<file path="src/rtl/pal_csync_generator_pkg.sv">
// PAL composite sync generator: shared types and defaults.
// Vertical sequence state encoding and PAL half-line counts.
package pal_csync_generator_pkg;

    typedef enum logic [1:0] {
        ST_NORMAL  = 2'b00,
        ST_PRE_EQ  = 2'b01,
        ST_VSYNC   = 2'b10,
        ST_POST_EQ = 2'b11
    } vstate_e;

    localparam int DEF_CNT_W        = 11;
    localparam int DEF_HS_WIDTH     = 64;
    localparam int DEF_EQ_WIDTH     = 32;
    localparam int PAL_PRE_EQ_HALF  = 5;
    localparam int PAL_VS_HALF      = 5;
    localparam int PAL_POST_EQ_HALF = 5;
    localparam int DEF_BURST_START  = 72;
    localparam int DEF_BURST_LEN    = 40;
    localparam int HC_W             = 4;

    function automatic vstate_e next_vstate(input vstate_e s);
        vstate_e n;
        n = ST_NORMAL;
        case (s)
            ST_NORMAL: n = ST_PRE_EQ;
            ST_PRE_EQ: n = ST_VSYNC;
            ST_VSYNC:  n = ST_POST_EQ;
            default:   n = ST_NORMAL;
        endcase
        return n;
    endfunction

endpackage

</file>
<file path="src/rtl/pal_edge_sync.sv">
// Two-flop synchroniser with a registered falling-edge pulse.
// Sync flops reset high so an input held low at release reads as a fall.
module pal_edge_sync (
    input  logic clk_i,
    input  logic rst_ni,
    input  logic d_i,
    output logic fall_o
);

    logic s1_q;
    logic s2_q;
    logic fall_q;

    // Synchronise, then flag the 1->0 step as it moves into the second stage.
    always_ff @(posedge clk_i or negedge rst_ni) begin
        if (!rst_ni) begin
            s1_q   <= 1'b1;
            s2_q   <= 1'b1;
            fall_q <= 1'b0;
        end else begin
            s1_q   <= d_i;
            s2_q   <= s1_q;
            fall_q <= s2_q & ~s1_q;
        end
    end

    assign fall_o = fall_q;

endmodule

</file>
<file path="src/rtl/pal_csync_generator.sv">
// Regenerates PAL composite sync with equalising/broad pulses from HS/FSn,
// plus burst gate, vertical blank, line-length measurement and lock flag.
module pal_csync_generator
    import pal_csync_generator_pkg::*;
#(
    parameter int CNT_W        = DEF_CNT_W,
    parameter int HS_WIDTH     = DEF_HS_WIDTH,
    parameter int EQ_WIDTH     = DEF_EQ_WIDTH,
    parameter int PRE_EQ_HALF  = PAL_PRE_EQ_HALF,
    parameter int VS_HALF      = PAL_VS_HALF,
    parameter int POST_EQ_HALF = PAL_POST_EQ_HALF,
    parameter int BURST_START  = DEF_BURST_START,
    parameter int BURST_LEN    = DEF_BURST_LEN
) (
    input  logic             CLK,
    input  logic             RESETn,
    input  logic             HS,
    input  logic             FSn,
    output logic             CSYNCn,
    output logic             BURST,
    output logic             VBLANK,
    output logic             LOCKED,
    output logic [CNT_W-1:0] LINE_LEN
);

    localparam logic [CNT_W-1:0] POS_MAX = {CNT_W{1'b1}};
    localparam logic [CNT_W-1:0] HS_W    = CNT_W'(HS_WIDTH);
    localparam logic [CNT_W-1:0] EQ_W    = CNT_W'(EQ_WIDTH);
    localparam logic [CNT_W-1:0] B_LO    = CNT_W'(BURST_START);
    localparam logic [CNT_W-1:0] B_HI    = CNT_W'(BURST_START + BURST_LEN);
    localparam logic [HC_W-1:0]  HC_PRE  = HC_W'(PRE_EQ_HALF);
    localparam logic [HC_W-1:0]  HC_VS   = HC_W'(VS_HALF);
    localparam logic [HC_W-1:0]  HC_POST = HC_W'(POST_EQ_HALF);

    logic             hs_fall;
    logic             fs_fall;
    logic [CNT_W-1:0] pos_q, pos_d;
    logic [CNT_W-1:0] len_q, len_d;
    logic [CNT_W-1:0] tpos_q, tpos_d;
    logic [CNT_W-1:0] len_new;
    logic [CNT_W:0]   len_diff;
    logic [CNT_W-1:0] half;
    logic [CNT_W-1:0] broad_w;
    logic             len_close;
    logic             sat;
    logic             tick;
    logic             locked_q, locked_d;
    logic             seen_q, seen_d;
    logic             arm_q, arm_d;
    vstate_e          state_q, state_d;
    logic [HC_W-1:0]  hc_q, hc_d;
    logic [HC_W-1:0]  hc_lim;
    logic             cs_low;
    logic             csync_q, csync_d;
    logic             burst_q, burst_d;
    logic             vblank_q, vblank_d;

    pal_edge_sync u_hs_sync (
        .clk_i  (CLK),
        .rst_ni (RESETn),
        .d_i    (HS),
        .fall_o (hs_fall)
    );

    pal_edge_sync u_fs_sync (
        .clk_i  (CLK),
        .rst_ni (RESETn),
        .d_i    (FSn),
        .fall_o (fs_fall)
    );

    // One extra bit keeps the +/-1 test from wrapping around zero.
    assign sat       = (pos_q == POS_MAX);
    assign len_new   = pos_q + CNT_W'(1);
    assign len_diff  = {1'b0, len_new} - {1'b0, len_q};
    assign len_close = (len_diff == '0)
                    || (len_diff == (CNT_W+1)'(1))
                    || (len_diff == '1);
    assign half      = len_q >> 1;
    assign broad_w   = (half > HS_W) ? (half - HS_W) : '0;

    // Line position counter, line length capture and lock detection.
    always_comb begin
        pos_d    = pos_q;
        len_d    = len_q;
        locked_d = locked_q;
        seen_d   = seen_q;
        if (hs_fall) begin
            pos_d    = '0;
            len_d    = len_new;
            seen_d   = 1'b1;
            locked_d = !sat && len_close;
        end else begin
            if (!sat) begin
                pos_d = pos_q + CNT_W'(1);
            end
            if (pos_d == POS_MAX) begin
                locked_d = 1'b0;
            end
        end
    end

    // A fall coinciding with mid-line yields a single tick.
    assign tick = hs_fall || ((len_q != '0) && (pos_d == half));

    // Distance from the most recent half-line tick.
    always_comb begin
        tpos_d = tpos_q;
        if (tick) begin
            tpos_d = '0;
        end else if (tpos_q != POS_MAX) begin
            tpos_d = tpos_q + CNT_W'(1);
        end
    end

    // Half-line count that ends each vertical state.
    always_comb begin
        hc_lim = '0;
        case (state_q)
            ST_PRE_EQ:  hc_lim = HC_PRE;
            ST_VSYNC:   hc_lim = HC_VS;
            ST_POST_EQ: hc_lim = HC_POST;
            default:    hc_lim = '0;
        endcase
    end

    // Vertical sequence FSM: arm on FSn, start on the next HS fall.
    always_comb begin
        state_d = state_q;
        hc_d    = hc_q;
        arm_d   = arm_q;
        unique case (state_q)
            ST_NORMAL: begin
                if (hs_fall && arm_q) begin
                    state_d = ST_PRE_EQ;
                    hc_d    = HC_W'(1);
                    arm_d   = 1'b0;
                end else if (fs_fall && !arm_q && locked_q) begin
                    arm_d = 1'b1;
                end
            end
            ST_PRE_EQ, ST_VSYNC, ST_POST_EQ: begin
                if (tick) begin
                    if (hc_q == hc_lim) begin
                        state_d = next_vstate(state_q);
                        hc_d    = (state_d == ST_NORMAL) ? '0 : HC_W'(1);
                    end else begin
                        hc_d = hc_q + HC_W'(1);
                    end
                end
            end
        endcase
    end

    // Pulse shaping from next-state values so outputs register in one step.
    always_comb begin
        cs_low = 1'b0;
        unique case (state_d)
            ST_NORMAL:  cs_low = seen_d && (pos_d < HS_W);
            ST_VSYNC:   cs_low = tpos_d < broad_w;
            ST_PRE_EQ:  cs_low = tpos_d < EQ_W;
            ST_POST_EQ: cs_low = tpos_d < EQ_W;
        endcase
        csync_d  = ~cs_low;
        burst_d  = seen_d && (state_d == ST_NORMAL) && !arm_d
                && (pos_d >= B_LO) && (pos_d < B_HI);
        vblank_d = arm_d || (state_d != ST_NORMAL);
    end

    // Measurement and tick-distance state.
    always_ff @(posedge CLK or negedge RESETn) begin
        if (!RESETn) begin
            pos_q    <= '0;
            len_q    <= '0;
            tpos_q   <= '0;
            locked_q <= 1'b0;
            seen_q   <= 1'b0;
        end else begin
            pos_q    <= pos_d;
            len_q    <= len_d;
            tpos_q   <= tpos_d;
            locked_q <= locked_d;
            seen_q   <= seen_d;
        end
    end

    // Vertical sequence state.
    always_ff @(posedge CLK or negedge RESETn) begin
        if (!RESETn) begin
            state_q <= ST_NORMAL;
            hc_q    <= '0;
            arm_q   <= 1'b0;
        end else begin
            state_q <= state_d;
            hc_q    <= hc_d;
            arm_q   <= arm_d;
        end
    end

    // Registered outputs.
    always_ff @(posedge CLK or negedge RESETn) begin
        if (!RESETn) begin
            csync_q  <= 1'b1;
            burst_q  <= 1'b0;
            vblank_q <= 1'b0;
        end else begin
            csync_q  <= csync_d;
            burst_q  <= burst_d;
            vblank_q <= vblank_d;
        end
    end

    assign CSYNCn   = csync_q;
    assign BURST    = burst_q;
    assign VBLANK   = vblank_q;
    assign LOCKED   = locked_q;
    assign LINE_LEN = len_q;

endmodule
</file>
<file path="config.mk">
export PLATFORM = sky130hd
export DESIGN_NAME = pal_csync_generator
export DESIGN_NICKNAME = d
export VERILOG_FILES = /design/src/rtl/pal_csync_generator_pkg.sv /design/src/rtl/pal_edge_sync.sv /design/src/rtl/pal_csync_generator.sv
export SDC_FILE = /design/constraint.sdc
export NUM_CORES = 1
export LEC_CHECK = 0
export BUFFER_PORTS_ARGS = -buffer_cell sky130_fd_sc_hd__buf_4
export CORE_ASPECT_RATIO = 1.5
export CORE_MARGIN = 5
export CORE_UTILIZATION = 29
export CTS_CLUSTER_DIAMETER = 30
export DETAILED_ROUTE_END_ITERATION = 8
export SYNTH_ARGS = -nofsm -noshare
export SYNTH_HDL_FRONTEND = slang
export SYNTH_SLANG_ARGS = --single-unit
</file>
<file path="constraint.sdc">
create_clock -name CLK -period 6.1 [get_ports CLK]
set_input_delay 1.22 -clock CLK [delete_from_list [all_inputs] [get_ports CLK]]
set_output_delay 1.22 -clock CLK [all_outputs]
set_load 0.01 [all_outputs]
</file>
After elaboration in Yosys (flattened, before gate mapping). Cells that the tools add are included.

Flip-flop bits (word level): 51. Input bits: 4. Output and inout bits: 15.

$add $sub $neg: 5. $lt $le $gt $ge: 6. Equal/unequal tests: 15. Multiplexer cells: 27. Bitwise operators: 5. Reduce and logical (&&, ||, !) cells: 27.

Operators by type and width (number): $mux W11 (6); $add A11 B1 Y11 const B (2); $eq A11 B11 Y1 const B (2); $lt A11 B7 Y1 const B (2); $eq A12 B1 Y1 const B (1); $eq A12 B12 Y1 const B (1); $logic_not A12 Y1 (1); $mux W2 (6); $mux W4 (3); $sub A11 B11 Y12 (1); $eq A11 B10 Y1 (1); $ge A11 B7 Y1 const B (1); $lt A11 B11 Y1 (1); $lt A11 B6 Y1 const B (1); $ne A11 B11 Y1 const B (1); $reduce_bool A11 Y1 (1); $sub A10 B7 Y11 const B (1); $gt A10 B7 Y1 const B (1); $logic_and A1 B1 Y1 (10); $eq A2 B2 Y1 const B (4); $pmux W4 S2 (1); $mux W1 (7); $logic_not A2 Y1 (3); $pmux W2 S3 (1); 16 further kinds (26).

Logic depth before layout (Yosys ltp).
Depth after elaboration: 17. Depth in mapped cells: 20. Gate-level depth less buffers: 19.

Cells and area by module. From an unflattened synthesis, not the netlist that was laid out.

Cell total of the unflattened synthesis: 429. Area total of the unflattened synthesis: 3726.1 um^2.

Modules (own cells, without submodules): pal_csync_generator (times used 1, cells each 421, area an instance 3543.4 um^2, sequential area each 1127.3 um^2); pal_edge_sync (times used 2, cells each 4, area an instance 91.3 um^2, sequential area each 77.6 um^2).

Least setup slack after synthesis. No wires, ideal clock.

Path kind: register to register. Start point: reg pos_q[1]. End point: reg csync_q, in the netlist CSYNCn. Setup time: 82 ps. Arrival: 4739 ps. Data required time: 6018 ps. Setup slack: 1279 ps. Stages on the path, launching flop included: 20. Path buffers: 1. Period minus slack after synthesis: 4821 ps. Path through: dfrtp_1 > ha_1 > nand4_1 > nor3_1 > xnor2_1 > o32ai_1 > or4_4 > o31ai_4 > clkbuf_1 > nor2_1 > ha_1 > a21o_1 > a21o_1 > a21o_1 > a211oi_1 > o21bai_1 > a221o_1 > a21oi_1 > mux2i_1 > mux2_2.

RTL lines: start, declared (RTL line pal_csync_generator.sv:37) `logic [CNT_W-1:0] pos_q, pos_d;`; start signal, assigned (RTL line pal_csync_generator.sv:179) `pos_q <= pos_d;`; $add A11 B1 Y11 / $eq A11 B11 Y1 (equally long branches) (RTL line pal_csync_generator.sv:95, pal_csync_generator.sv:73); $mux W11 * (RTL line pal_csync_generator.sv:94) `if (!sat) begin`; $mux W11 * (2 in a row) (RTL line pal_csync_generator.sv:88) `if (hs_fall) begin`; $eq A11 B10 Y1 * (RTL line pal_csync_generator.sv:104) `assign tick = hs_fall || ((len_q != '0) && (pos_d == half));`; $logic_and A1 B1 Y1 * (RTL line pal_csync_generator.sv:104); $logic_or A1 B1 Y1 * (RTL line pal_csync_generator.sv:104); $mux W11 * (RTL line pal_csync_generator.sv:109) `if (tick) begin`; net tpos_d[4] (RTL line pal_csync_generator.sv:39) `logic [CNT_W-1:0] tpos_q, tpos_d;`; $lt A11 B6 Y1 / $lt A11 B11 Y1 (equally long branches) (RTL line pal_csync_generator.sv:161, pal_csync_generator.sv:162, pal_csync_generator.sv:160); $pmux W1 S3 * (RTL line pal_csync_generator.sv:158) `unique case (state_d)`; $not A1 Y1 * (RTL line pal_csync_generator.sv:164) `csync_d = ~cs_low;`; net csync_d (RTL line pal_csync_generator.sv:54) `logic csync_q, csync_d;`; end signal, assigned (RTL line pal_csync_generator.sv:207) `csync_q <= csync_d;`; end, declared (RTL line pal_csync_generator.sv:54).

The timed path passes the listed nets; every way through them passes the cells marked *. The select of a mux whose other input is x is not followed. A chain may end at the register's enable or synchronous reset.

Final worst setup path.
Start point: reg pos_q[0]. End point: reg csync_q, in the netlist CSYNCn.

RTL lines: $add A11 B1 Y11 *; net len_new[4] (RTL line pal_csync_generator.sv:40) `logic [CNT_W-1:0] len_new;`; $mux W11 * (RTL line pal_csync_generator.sv:94); $mux W11 * (2 in a row) (RTL line pal_csync_generator.sv:88); $eq A11 B10 Y1 * (RTL line pal_csync_generator.sv:104); $logic_and A1 B1 Y1 * (RTL line pal_csync_generator.sv:104); $logic_or A1 B1 Y1 * (RTL line pal_csync_generator.sv:104); $mux W11 * (RTL line pal_csync_generator.sv:109); net tpos_d[4] (RTL line pal_csync_generator.sv:39); $lt A11 B6 Y1 / $lt A11 B11 Y1 (equally long branches) (RTL line pal_csync_generator.sv:161, pal_csync_generator.sv:162, pal_csync_generator.sv:160); $pmux W1 S3 * (RTL line pal_csync_generator.sv:158); $not A1 Y1 * (RTL line pal_csync_generator.sv:164); net csync_d (RTL line pal_csync_generator.sv:54).

Marks and branches as above.

==> flow_summary.toml <==
[die]
initial_utilization = 0.2943
rows = 51
dieArea_um2 = 15520
die_h_um = 150.1
core_um2 = 12890
die_w_um = 103.4
io_pins = 19

[critical_path]
path_common_cell = "a21o_1"
cpPeakStageDelay_ns = 0.58
crit_fanout = 10
critical_path.top_delay_family = "compound AO/OA/AOI/OAI gates"
crit_path_cell_trace = "ha_1 -> nand3_1 -> xor2_1 -> inv_2 -> a2111oi_2 -> nand4_1 -> or4_4 -> o31ai_4 -> nor2_1 -> ha_1 -> a21o_1 -> a21o_1 -> a21o_1 -> a211oi_1 -> o21bai_1 -> a221o_1 -> a21oi_1 -> mux2i_1 -> mux2_2"
start_kind = "register"
crit_buf_inv = 1
timing.critical_path.slowest_stage_cell = "or4_4"
path_class = "reg -> reg"
worstPathRequired_ns = 6.32
cp_data_arrival_time_ns = 5.29
r2r_cells = 19
crit_path_end_kind = "register"
path_depth = 19

[synthesis]
syn-num-nets = 479
syn_avg_cell_area_um2 = 8.544
syn_area_um2 = 3794
ys_types = 63
ys_warn_count = 0
synth_async_sr_flop_share = 1.000
synth_top_flop_cell = "dfrtp_1"
synth_edf_count = 0
netlist_instances = 444
synth-seq-cells = 51
synth_seq_area_share = 0.3381

[clocking]
cts_post_setup_buffers_inserted = 0
clock_latency_ns = 0.30
cts.htree.levels = 2
tritoncts = "yes"
root_buffer = "clkbuf_16"
cts_max_path_buffers = 2
numCtsBuffers = 5
cts_resized = 0
cts_hold_buffers = 0
clkSinkCount = 51
clkTransAtPathRegs_ns = 0.07

[route]
postRouteAntennaNets = 0
firstDrtPassIters = 4
first_iter_violations = 326
routedWlPerCell_um = 17.54
routed_wl_um = 10860
num_vias = 3455
viasPerCell = 5.582
route.detailed.drc = 0

[placed_design]
place_congestion = 0.9909
dp_cells = 611
hpwl_um = 8422
portBuffers = 18

[finish]
mostFrequentLayoutCell = "dfrtp_1"
post-route-util = 0.3295
diodes = 0
synthToLayoutAreaGrowth_pct = 11.97
final_cell_mix = "dfrtp_1, nor2_1, inv_1"
fillCellCount = 1372
finalNetCount = 494
layout.cells.non_filler = 619
drive_gt1_frac = 0.1065

[power]
power_density_nw_per_um2 = 309.1
clockPowerShare = 0.219
p_switching_uw = 529.0
intPower_uw = 784.2
ir_worst_vdd_mv = 0.1261
p_leak_uw = 0.001858
seqPwrFrac = 0.350
sw_frac_of_total = 0.4029
power_frac_comb = 0.431

[worst_hold_path]
holdPathStages = 0
min_path_type = "reg -> reg"

[global_routing]
grt.total_usage = 0.1473
grt_first_pass_wirelength_um = 17780
grt_overflow = 0
grt_max_degree = 52
grt_pass1_vias = 3584
antenna_found_initial = 0

[timing]
period_needed_ns = 5.068
rsz0062_at_grt = "no"
hold_viol_final = 0
drv_slew = 0
fmax_mhz = 197.3
min_period_over_period = 0.8308
timing.slew.headroom = 0.5543
setup-tns-final_ns = 0
finClkSkew_ns = 0.008083
tightest_slew_ns = 0.6666
setup_viol = 0

[run]
max-cap-violations = 0

[outcome]
status = "completed"
state kept, by name, indices dropped and copies added, names as in the netlist, 2 cells and up:
register	cells
LINE_LEN	11
pos_q	11
tpos_q	11
hc_q	4
state_q	2
final timing paths:
| path | from | endpoint | slack, ns |
|---|---|---|---|
| setup / recovery | pos_q[0]$_DFF_PN0_ | CSYNCn$_DFF_PN1_ | 1.03 |
| min in group asynchronous | RESETn | u_hs_sync.fall_o$_DFF_PN0_ | 0.95 |
| setup reg to reg | pos_q[0]$_DFF_PN0_ | CSYNCn$_DFF_PN1_ | 1.03 |
| hold / removal | u_hs_sync.s1_q$_DFF_PN1_ | u_hs_sync.s2_q$_DFF_PN1_ | 0.36 |
| max in group asynchronous | RESETn | pos_q[0]$_DFF_PN0_ | 4.72 |
| hold reg to reg | u_hs_sync.s1_q$_DFF_PN1_ | u_hs_sync.s2_q$_DFF_PN1_ | 0.36 |
stage by stage:
step | power, uW | setup slack, ns | hold slack [ns] | area, um^2
detailed placement | 1024 | 1.144 | 0.3563 | 4100
global route | 1407 | 0.7129 | 0.3733 | 4248
finish | 1313 | 1.032 | 0.3645 | 4248
CTS | 1318 | 1.110 | 0.3660 | 4248
floorplan | 856.2 | 1.279 | 0.3541 | 3794
global placement | 1014 | 1.207 | 0.3576 | 4100
power groups by stage:
stage / logic (uW) / clock network (uW) / registers [uW]
2_1_floorplan: 410 / 0 / 447
3_3_place_gp: 552 / 0 / 462
3_5_place_dp: 561 / 0 / 463
4_1_cts: 565 / 296 / 457
5_1_grt: 634 / 306 / 467
6_report: 566 / 288 / 459
Yosys cell counts, types with 8 or more instances:
master	n	area [um^2]
a21o_1	8	60.06
a21oi_1	25	125.1
a31oi_1	13	81.33
clkbuf_1	8	30.03
dfrtp_1	46	1151
ha_1	30	375.4
inv_1	33	123.9
nand2_1	27	101.4
nand3_1	20	100.1
nand4_1	14	87.58
nor2_1	41	153.9
nor3_1	13	65.06
o21ai_0	26	130.1
xnor2_1	13	113.9
xor2_1	11	96.34
area by class of cell:
type	instances	area (um^2)	share of cell area
clock inverters	1	5.005	0.001178
well taps	159	198.9	0.04683
clock buffers	7	142.6	0.03358
multi-input cells	345	2326	0.5476
inverters	34	127.6	0.03004
repair buffers	22	165.2	0.03888
flip-flops and latches	51	1282	0.3019
routing by layer:
metal | part of all wire | vias up | track usage
met4 | 0.049 | 0 | 0.08944
met2 | 0.53 | 118 | 0.2551
met3 | 0.048 | 37 | 0.02379
met5 | 0 | - | 0
met1 | 0.37 | 1637 | 0.1642
li1 | - | 1663 | -
worst register-to-register path, cell delays in order (launching register included):
cell	delay (ns)
dfrtp_1	0.55
ha_1	0.33
nand3_1	0.12
xor2_1	0.38
inv_2	0.13
a2111oi_2	0.32
nand4_1	0.12
or4_4	0.58
o31ai_4	0.38
nor2_1	0.13
ha_1	0.33
a21o_1	0.19
a21o_1	0.17
a21o_1	0.17
a211oi_1	0.23
o21bai_1	0.08
a221o_1	0.30
a21oi_1	0.13
mux2i_1	0.09
mux2_2	0.26
cell families after synthesis:
logic type / after synthesis / share of synthesized area
xor+xnor: 24 / 0.05541
buf+inv: 48 / 0.04881
compound gates: 116 / 0.2032
mux: 6 / 0.01781
fa+ha+maj: 31 / 0.1042
flops: 51 / 0.3381
simple gates: 168 / 0.2325
Power figures use the tool's default switching activity.
